`config.mk`:
```
export PLATFORM = sky130hd
export DESIGN_NAME = riscv_pipe_stage
export DESIGN_NICKNAME = d
export VERILOG_FILES = /design/src/rtl/riscv_pipe_pkg.sv /design/src/rtl/riscv_pipe_slot.sv /design/src/rtl/riscv_pipe_stage.sv
export VERILOG_INCLUDE_DIRS = /design/src /design/src/rtl
export SDC_FILE = /design/constraint.sdc
export NUM_CORES = 1
export LEC_CHECK = 0
export ABC_AREA = 0
export ABC_CLOCK_PERIOD_IN_PS = 2100
export CAP_MARGIN = 10
export CORE_ASPECT_RATIO = 1.1
export CORE_MARGIN = 2
export CORE_UTILIZATION = 44
export CTS_BUF_LIST = sky130_fd_sc_hd__clkbuf_4 sky130_fd_sc_hd__clkbuf_8
export CTS_CLUSTER_SIZE = 12
export DETAILED_ROUTE_END_ITERATION = 16
export GPL_TIMING_DRIVEN = 1
export PLACE_DENSITY = 0.88
export SLEW_MARGIN = 10
export SYNTH_ARGS = -nofsm -noshare
export SYNTH_HDL_FRONTEND = slang
export SYNTH_HIERARCHICAL = 1
export SYNTH_SLANG_ARGS = --single-unit
```
`constraint.sdc`:
```
create_clock -name i_clk -period 2.1 [get_ports i_clk]
set_clock_uncertainty 0.15 [all_clocks]
set_input_delay 0.315 -clock i_clk [delete_from_list [all_inputs] [get_ports i_clk]]
set_output_delay 0.315 -clock i_clk [all_outputs]
set_load 0.02 [all_outputs]
```
`src/rtl/riscv_config.svh`:
```
// Shared build configuration for the RISC-V pipeline slice.
// RISCV_PIPE_SKID_EN, when defined (e.g. +define+RISCV_PIPE_SKID_EN), selects two-slot skid stages.
`ifndef RISCV_CONFIG_SVH
`define RISCV_CONFIG_SVH

`ifndef XLEN
`define XLEN 32
`endif

`endif

```
`src/rtl/riscv_pipe_pkg.sv`:
```
// Common types and helpers for the pipeline-stage slice.
`include "riscv_config.svh"

package riscv_pipe_pkg;

    typedef logic [1:0] count_t;

    function automatic count_t slot_count(input logic main_valid, input logic skid_valid);
        return count_t'({1'b0, main_valid}) + count_t'({1'b0, skid_valid});
    endfunction

endpackage

```
`src/rtl/riscv_pipe_slot.sv`:
```
// One payload slot: data register plus valid flag; flush and reset restore RESET_VAL.
`include "riscv_config.svh"

module riscv_pipe_slot #(
    parameter int unsigned     DW        = `XLEN,
    parameter logic [DW-1:0]   RESET_VAL = '0
) (
    input  logic          i_clk,
    input  logic          i_rstn,
    input  logic          i_clr,
    input  logic          i_load,
    input  logic          i_unload,
    input  logic [DW-1:0] i_data,
    output logic          o_valid,
    output logic [DW-1:0] o_data
);

    // Unload drops only the valid flag; the data keeps its last value.
    always_ff @(posedge i_clk or negedge i_rstn) begin
        if (!i_rstn) begin
            o_valid <= 1'b0;
            o_data  <= RESET_VAL;
        end else if (i_clr) begin
            o_valid <= 1'b0;
            o_data  <= RESET_VAL;
        end else if (i_load) begin
            o_valid <= 1'b1;
            o_data  <= i_data;
        end else if (i_unload) begin
            o_valid <= 1'b0;
        end
    end

endmodule

```
`src/rtl/riscv_pipe_stage.sv`:
```
// Valid/ready pipeline register stage; RISCV_PIPE_SKID_EN adds a skid slot and a registered o_ready.
`include "riscv_config.svh"

module riscv_pipe_stage
    import riscv_pipe_pkg::*;
#(
    parameter int unsigned     DW        = `XLEN,
    parameter logic [DW-1:0]   RESET_VAL = '0
) (
    input  logic          i_clk,
    input  logic          i_rstn,
    input  logic          i_clr,
    input  logic          i_valid,
    output logic          o_ready,
    input  logic [DW-1:0] i_data,
    output logic          o_valid,
    input  logic          i_ready,
    output logic [DW-1:0] o_data,
    output logic [1:0]    o_count
);

    logic          in_xfer;
    logic          out_xfer;
    logic          main_load;
    logic          main_unload;
    logic [DW-1:0] main_din;

    assign in_xfer  = i_valid && o_ready;
    assign out_xfer = o_valid && i_ready;

`ifdef RISCV_PIPE_SKID_EN
    logic          skid_valid;
    logic [DW-1:0] skid_data;
    logic          skid_load;
    logic          skid_unload;

    // o_ready comes straight from the skid valid flop, so i_ready never reaches it.
    // The skid slot can only be full while main is full, which keeps the steering small.
    assign o_ready     = !skid_valid;
    assign main_load   = (in_xfer && (!o_valid || out_xfer)) || (skid_valid && out_xfer);
    assign main_din    = skid_valid ? skid_data : i_data;
    assign main_unload = out_xfer && !main_load;
    assign skid_load   = in_xfer && o_valid && !out_xfer;
    assign skid_unload = skid_valid && out_xfer;

    riscv_pipe_slot #(
        .DW        (DW),
        .RESET_VAL (RESET_VAL)
    ) u_skid (
        .i_clk    (i_clk),
        .i_rstn   (i_rstn),
        .i_clr    (i_clr),
        .i_load   (skid_load),
        .i_unload (skid_unload),
        .i_data   (i_data),
        .o_valid  (skid_valid),
        .o_data   (skid_data)
    );

    assign o_count = slot_count(o_valid, skid_valid);
`else
    assign o_ready     = !o_valid || i_ready;
    assign main_load   = in_xfer;
    assign main_din    = i_data;
    assign main_unload = out_xfer && !in_xfer;
    assign o_count     = slot_count(o_valid, 1'b0);
`endif

    riscv_pipe_slot #(
        .DW        (DW),
        .RESET_VAL (RESET_VAL)
    ) u_main (
        .i_clk    (i_clk),
        .i_rstn   (i_rstn),
        .i_clr    (i_clr),
        .i_load   (main_load),
        .i_unload (main_unload),
        .i_data   (main_din),
        .o_valid  (o_valid),
        .o_data   (o_data)
    );

endmodule

```
; Word-level counts from Yosys, hierarchy flattened
; Cells that the tools add are included.
; Widths: inputs -> output; s select.
[word_totals]
wordCells = 15
reg_bits = 33
out_inout_bits = 36
[op_classes]
reduce_logical = 8
mux = 5
[ops]
columns = cell, count
row1 = $mux 32, 2
row2 = $logic_and 1x1->1, 3
row3 = $mux 1, 3
row4 = $reduce_bool 3->1, 1
row5 = $logic_not 1->1, 2
row6 = $reduce_bool 2->1, 1
row7 = $logic_or 1x1->1, 1

; Depth between registers and ports, before layout
; Gate-level depths: netlist (run 1).
[logic_depth]
word_depth = 8
mapped_depth = 6

; Hierarchy
; Netlist (run 1), hierarchy kept.
[modules_own_cells]
columns = module, seq_area_each_um2, cells_per_inst, n_inst, area_per_inst_um2
row1 = riscv_pipe_slot, 825.8, 108, 1, 1370.1
row2 = riscv_pipe_stage, 0.0, 7, 1, 48.8

; Worst setup path before layout (run 1)
; OpenSTA, ideal clock, no wires.
[synth_path]
path_type = register to register
from = register u_main.o_valid
to = register u_main.o_data[10]
setup_time_ps = 132
path_buffers = 2
slack_ps = 553
period_less_slack_ps = 1547
stages_incl_launch_ff = 7
required_time_ps = 1818
arrival_ps = 1266
path_cell_list = dfrtp_1 > nand2b_4 > and2_4 > buf_6 > buf_12 > mux2i_1 > nor2_1
[synth_between]
elab_chain_cells = 4
[synth_lines]
columns = item, line_no
row1 = "start, declared", riscv_pipe_slot.sv:14  ; output logic o_valid,
row2 = "start signal, assigned", riscv_pipe_slot.sv:21  ; o_valid <= 1'b0;
row3 = "start signal, assigned", riscv_pipe_slot.sv:24  ; o_valid <= 1'b0;
row4 = "start signal, assigned", riscv_pipe_slot.sv:27  ; o_valid <= 1'b1;
row5 = $logic_not 1->1, riscv_pipe_stage.sv:62  ; assign o_ready = !o_valid || i_ready;
row6 = $logic_or 1x1->1, riscv_pipe_stage.sv:62
row7 = net o_ready, riscv_pipe_stage.sv:14  ; output logic o_ready,
row8 = $logic_and 1x1->1, riscv_pipe_stage.sv:28  ; assign in_xfer = i_valid && o_ready;
row9 = net in_xfer, riscv_pipe_stage.sv:22  ; logic in_xfer;
row10 = $reduce_bool 2->1 (no line), -
row11 = "end signal, assigned", riscv_pipe_slot.sv:28  ; o_data <= i_data;
row12 = "end, declared", riscv_pipe_slot.sv:15  ; output logic [DW-1:0] o_data
; The timed path passes the listed nets, and every way through them passes these cells.
; A chain may end at the register's enable or synchronous reset.

; Final worst setup path (run 1)
[layout_path]
from = input port i_ready
to = output port o_ready
[layout_between]
elab_chain_cells = 1
[layout_lines]
columns = item, line_no
row1 = "start, declared", riscv_pipe_stage.sv:17  ; input logic i_ready,
row2 = $logic_or 1x1->1, riscv_pipe_stage.sv:62
row3 = "end, declared", riscv_pipe_stage.sv:14
; Every way passes these cells.

==> results of run 1 <==
## layout make-up
class,count,area share (%)
inverters,1,0.174
flip-flops and latches,33,38.3
clock inverters,3,0.812
well taps,34,1.97
repair buffers,74,34.6
clock buffers,5,1.74
multi-input cells,71,22.5
## state kept, by name, indices dropped and copies added, names as in the netlist
signal / count
u_main/o_valid: 1
u_main/o_data: 32
## critical path, stage by stage
cell and delay, ns:
clkdlybuf4s50_1 0.48, nand2b_4 0.13, clkdlybuf4s50_1 0.60
## worst max-delay path by stage
stage / from / end / slack, ns / cells past startpoint
floorplan: u_main/o_valid / u_main/o_data[10] / 0.55 / 6
global placement: i_ready / o_ready / 0.13 / 3
detailed placement: i_ready / o_ready / 0.1 / 3
CTS: i_ready / o_ready / 0.09 / 3
global route: i_ready / o_ready / 0.07 / 3
finish: i_ready / o_ready / 0.10 / 3
## cells in the mapped netlist, drive strengths merged
master and count:
mux2i 32, nor2 33, dfrtp 33, conb 1, and2 1, nand2 1
buf 8, nand2b 2, clkbuf 2, a21oi 1, inv 1
## stage by stage
step / setup WS [ns] / hold WS [ns] / std cells
2_1_floorplan: 0.553 / -0.131 / 115
3_3_place_gp: 0.126 / 0.352 / 213
3_5_place_dp: 0.0975 / 0.363 / 213
4_1_cts: 0.0930 / 0.245 / 221
5_1_grt: 0.0711 / 0.261 / 221
6_report: 0.105 / 0.242 / 221
## metal layers
metal  wire length [um]  track usage, %  up-vias
li1                   -               -      509
met1               1260            25.0      493
met2               1600            28.8       47
met3                261            6.57        5
met5                  0               0        -
met4                 23            6.10        0
## where the power goes
| part | leakage, uW | internal, uW | switching, uW |
|---|---|---|---|
| Clock | 0.0000310 | 126 | 209 |
| Combinational | 0.000537 | 182 | 152 |
| Sequential | 0.000440 | 674 | 22.6 |
## logic make-up (layout without fill, tap and decap cells)
kind of cell    after synthesis  count (layout)
simple gates                 37              37
flops                        33              33
mux                          32              32
buf+inv                      11              83
other cells                   1               1
compound gates                1               1
## placed cells by master, fill, tap and decap left out
cell             count
clkdlybuf4s50_1     71
nand2_1              1
and2_4               1
dfrtp_1             33
clkbuf_4             5
nand2b_4             1
inv_1                1
buf_12               1
nor2_1              33
buf_4                2
a21oi_1              1
conb_1               1
clkinv_2             2
clkinvlp_4           1
mux2i_1             32
nand2b_1             1
==> flow_summary.toml, run 1 <==
[synth]
synth_area_per_cell_um2 = 12.3
synth_mux_area_share_pct = 22.6
synth_top_family_by_area = "multiplexers"
synth_compound_area_share_pct = 0.353
synth-simple-area-share_pct = 11.0
ys_seq_area_share_pct = 58.2
synth_cell_type_count = 15
ys_ff_latch = 33
synth_fa_ha_area_share_pct = 0
synthTopCellsByArea = "dfrtp_1, mux2i_1, nor2_1"
syn_nets = 152
synth_top_area_share_pct = 58.2
netlist_instances = 115
synth-xor-area-share_pct = 0
yosysWarnings = 6
yosys.area.top_type = "dfrtp_1"
syn_area_mm2 = 0.00142

[cells_and_area]
fin_util_pct = 70.2
n_antenna_cell = 0
design_area_mm2 = 0.00216
syn2layout_area_growth_pct = 52.1
seq_area_um2 = 826
post_route_cells_drive_above_1_share_pct = 6.95
multi_input_area_um2 = 485
fillers = 237
nNetsFinal = 223

[detailed_routing]
dr.pass1.iters = 4
via_per_inst = 4.77
routedWlPerCell_um = 14.2
drtAntennaViolNets = 0
vias = 1054
drc = 0
drtIter0Drc = 42
wirelength_um = 3150

[clocking]
cts_setup_buffers = 0
cts_hold_buf = 0
cts_resized = 0
ctsRootBufferMaster = "clkbuf_4"
clk_latency_ns = 0.32
path_clk_slew_ns = 0.10
ctsLongestPathBuffers = 2
cts-buffers-inserted = 5
cts_tree = "built"
cts.sinks = 33
htreeDepth = 2

[timing]
tns_ns = 0
hold_viol_final = 0
period_share_pct = 95.0
final-max-slew-violation-count = 0
timing.fmax_mhz = 501
rsz0062_at_grt = "no"
fin_crit_ns = 2.00
finalSetupViolCount = 0

[worst_setup_path]
worstPathMaxFanout = 2
worstReg2RegEnd = "u_main/o_data[7]"
regToRegStartpoint = "u_main/o_valid"
critPathCaptureType = "primary output"
r2r_cells = 5
path_class = "in2out"
start_kind = "primary input"
reg2reg_slack_ns = 0.59
cp.required_ns = 1.63
cp.arrival_ns = 1.53

[floorplan]
rows = 21
initial_core_util_pct = 46.2
die_w_um = 58.1
die_y_um = 63.6
boundaryPins = 73
dieArea_mm2 = 0.00370
core_mm2 = 0.00307

[outcome]
status = "finished, final reports clean"

[place]
io_buffer_count = 71
place_area_mm2 = 0.00210
gp_congestion = 0.756
dp_hpwl_um = 2310

[min_path]
hp-class = "in2async"

[global_routing]
grt_pass1_wl_um = 5240
grt_antenna_before_repair = 0
grt-ovfl-total = 0
grt_pass1_vias = 1049
grtUsageTotal_pct = 18.9
grt_max_degree = 34

[flow_run]
max_cap_violations = 0

[power_and_ir_drop]
power.leakage_uw = 0.00101
ir_drop_uv = 471
powerDensity_mw_per_mm2 = 633
power_uw = 1370
Note: power is estimated with default switching activity, not from simulation.
==> inputs of run 2 (changes only) <==
- ABC_CLOCK_PERIOD_IN_PS: 2100 -> 2350
- SKIP_CTS_REPAIR_TIMING: default -> 1
- clock period: 2.1 -> 2.35 ns (I/O delays scaled with it)
==> flow_summary.toml, run 2 (synthesis results as in run 1) <==
[detailed_routing]
routedWlPerCell_um = 15.1
drtAntennaViolNets = 0
dr.pass1.iters = 4
via_per_inst = 4.86
wirelength_um = 3380
drtIter0Drc = 24
vias = 1083
drc = 0

[cells_and_area]
fillers = 238
fin_cells = 223
final_common_cell = "clkdlybuf4s50_1"
multi_input_area_um2 = 485
seq_area_um2 = 826
n_antenna_cell = 0
mostFrequentLayoutCells = "clkdlybuf4s50_1, nor2_1, dfrtp_1"
syn2layout_area_growth_pct = 53.2
post_route_cells_drive_above_1_share_pct = 7.94
regMostFlops = "u_main/o_data"
largest_reg_flops = 32
nNetsFinal = 225
reg_top3 = "u_main/o_data: 32 flops, u_main/o_valid: 1 flops"

[power_and_ir_drop]
powerDensity_mw_per_mm2 = 568
power.leakage_uw = 0.00102
ir_drop_uv = 502

[worst_setup_path]
cp.arrival_ns = 1.57
worstPathMaxFanout = 2
crit_family = "buffers and inverters"
path_buf_inv = 2
max_stage_delay_ns = 0.61
start_kind = "primary input"
path_class = "in2out"
path_cells = "clkdlybuf4s50_1 > nand2b_4 > clkdlybuf4s50_1"
worst_path_max_delay_cell = "clkdlybuf4s50_1"
cpMostUsedCell = "clkdlybuf4s50_1"
critPathCaptureType = "primary output"
cp.required_ns = 1.85

[floorplan]
initial_core_util_pct = 46.2
die_y_um = 63.6
die_w_um = 58.1
core_mm2 = 0.00307
rows = 21
dieArea_mm2 = 0.00370
boundaryPins = 73

[place]
dp_hpwl_um = 2550
dp.cells = 215
io_buffer_count = 71
gp_congestion = 0.769

[timing]
timing.fmax_mhz = 483
rsz0062_at_grt = "no"
finalSetupViolCount = 0
final-max-slew-violation-count = 0
period_share_pct = 88.0
hold_viol_final = 0
fin_crit_ns = 2.07
tns_ns = 0

[global_routing]
grt_pass1_wl_um = 5600
grt_max_degree = 34
grt_pass1_vias = 1192
grt_antenna_before_repair = 0
grt-ovfl-total = 0
grtUsageTotal_pct = 20.5

[flow_run]
max_cap_violations = 0

[clocking]
ctsLongestPathBuffers = 2
ctsRootBufferMaster = "clkbuf_4"
clk_latency_ns = 0.33
cts_tree = "built"
htreeDepth = 2
cts-buffers-inserted = 5
path_clk_slew_ns = 0.10
cts.sinks = 33

[outcome]
status = "finished, final reports clean"

[min_path]
hp-class = "in2async"
run 2: cell count changes in the layout (fill, tap and decap cells not counted), sizes merged:
cell	change
clkbuf	+1
buf	+2
clkinvlp	-1
run 2: report_power, final:
part	internal (uW)	leakage (uW)	switching, uW	total [uW]
clock	125	0.0000354	183	308
sequential	602	0.000440	20.8	623
combinational	165	0.000547	139	304
total	893	0.00102	342	1230
run 2: worst paths after layout:
kind	startpoint	depth (start not counted)	slack, ns	endpoint
worst max-delay path	i_ready	3	0.28	o_ready
worst min-delay path	i_rstn	2	0.27	u_main/o_data[8]
worst max register to register	u_main/o_valid	5	0.78	u_main/o_data[16]
worst min register to register	u_main/o_data[28]	2	0.38	u_main/o_data[28]
max in group asynchronous	i_rstn	2	1.49	u_main/o_data[2]
min in group i_clk	u_main/o_data[28]	2	0.38	u_main/o_data[28]
run 2: per-layer routing:
| metal | vias to the layer above | share of wire [%] | global-route usage, % |
|---|---|---|---|
| met1 | 506 | 39 | 23.2 |
| met3 | 5 | 7.6 | 6.57 |
| met4 | 0 | 1.3 | 6.98 |
| li1 | 517 | - | - |
| met2 | 55 | 52 | 35.8 |
| met5 | - | 0 | 0 |
run 2: stage by stage:
| step | power (uW) | setup slack (ns) | hold slack [ns] | util (%) | instance area, um^2 |
|---|---|---|---|---|---|
| 6_report | 1230 | 0.281 | 0.267 | 70.7 | 2170 |
| 5_1_grt | 1310 | 0.264 | 0.284 | 70.7 | 2170 |
| 4_1_cts | 1250 | 0.284 | 0.264 | 70.7 | 2170 |
| 3_5_place_dp | 941 | 0.284 | 0.366 | 68.9 | 2120 |
| 3_3_place_gp | 928 | 0.308 | 0.353 | 68.9 | 2120 |
| 2_1_floorplan | 785 | 0.803 | -0.0931 | - | 1420 |
run 2: layout make-up:
type                    count  area share, %
well taps                  34           1.96
clock buffers               6           2.07
flip-flops and latches     33           38.0
multi-input cells          71           22.3
repair buffers             76           35.0
inverters                   1          0.173
clock inverters             2          0.461
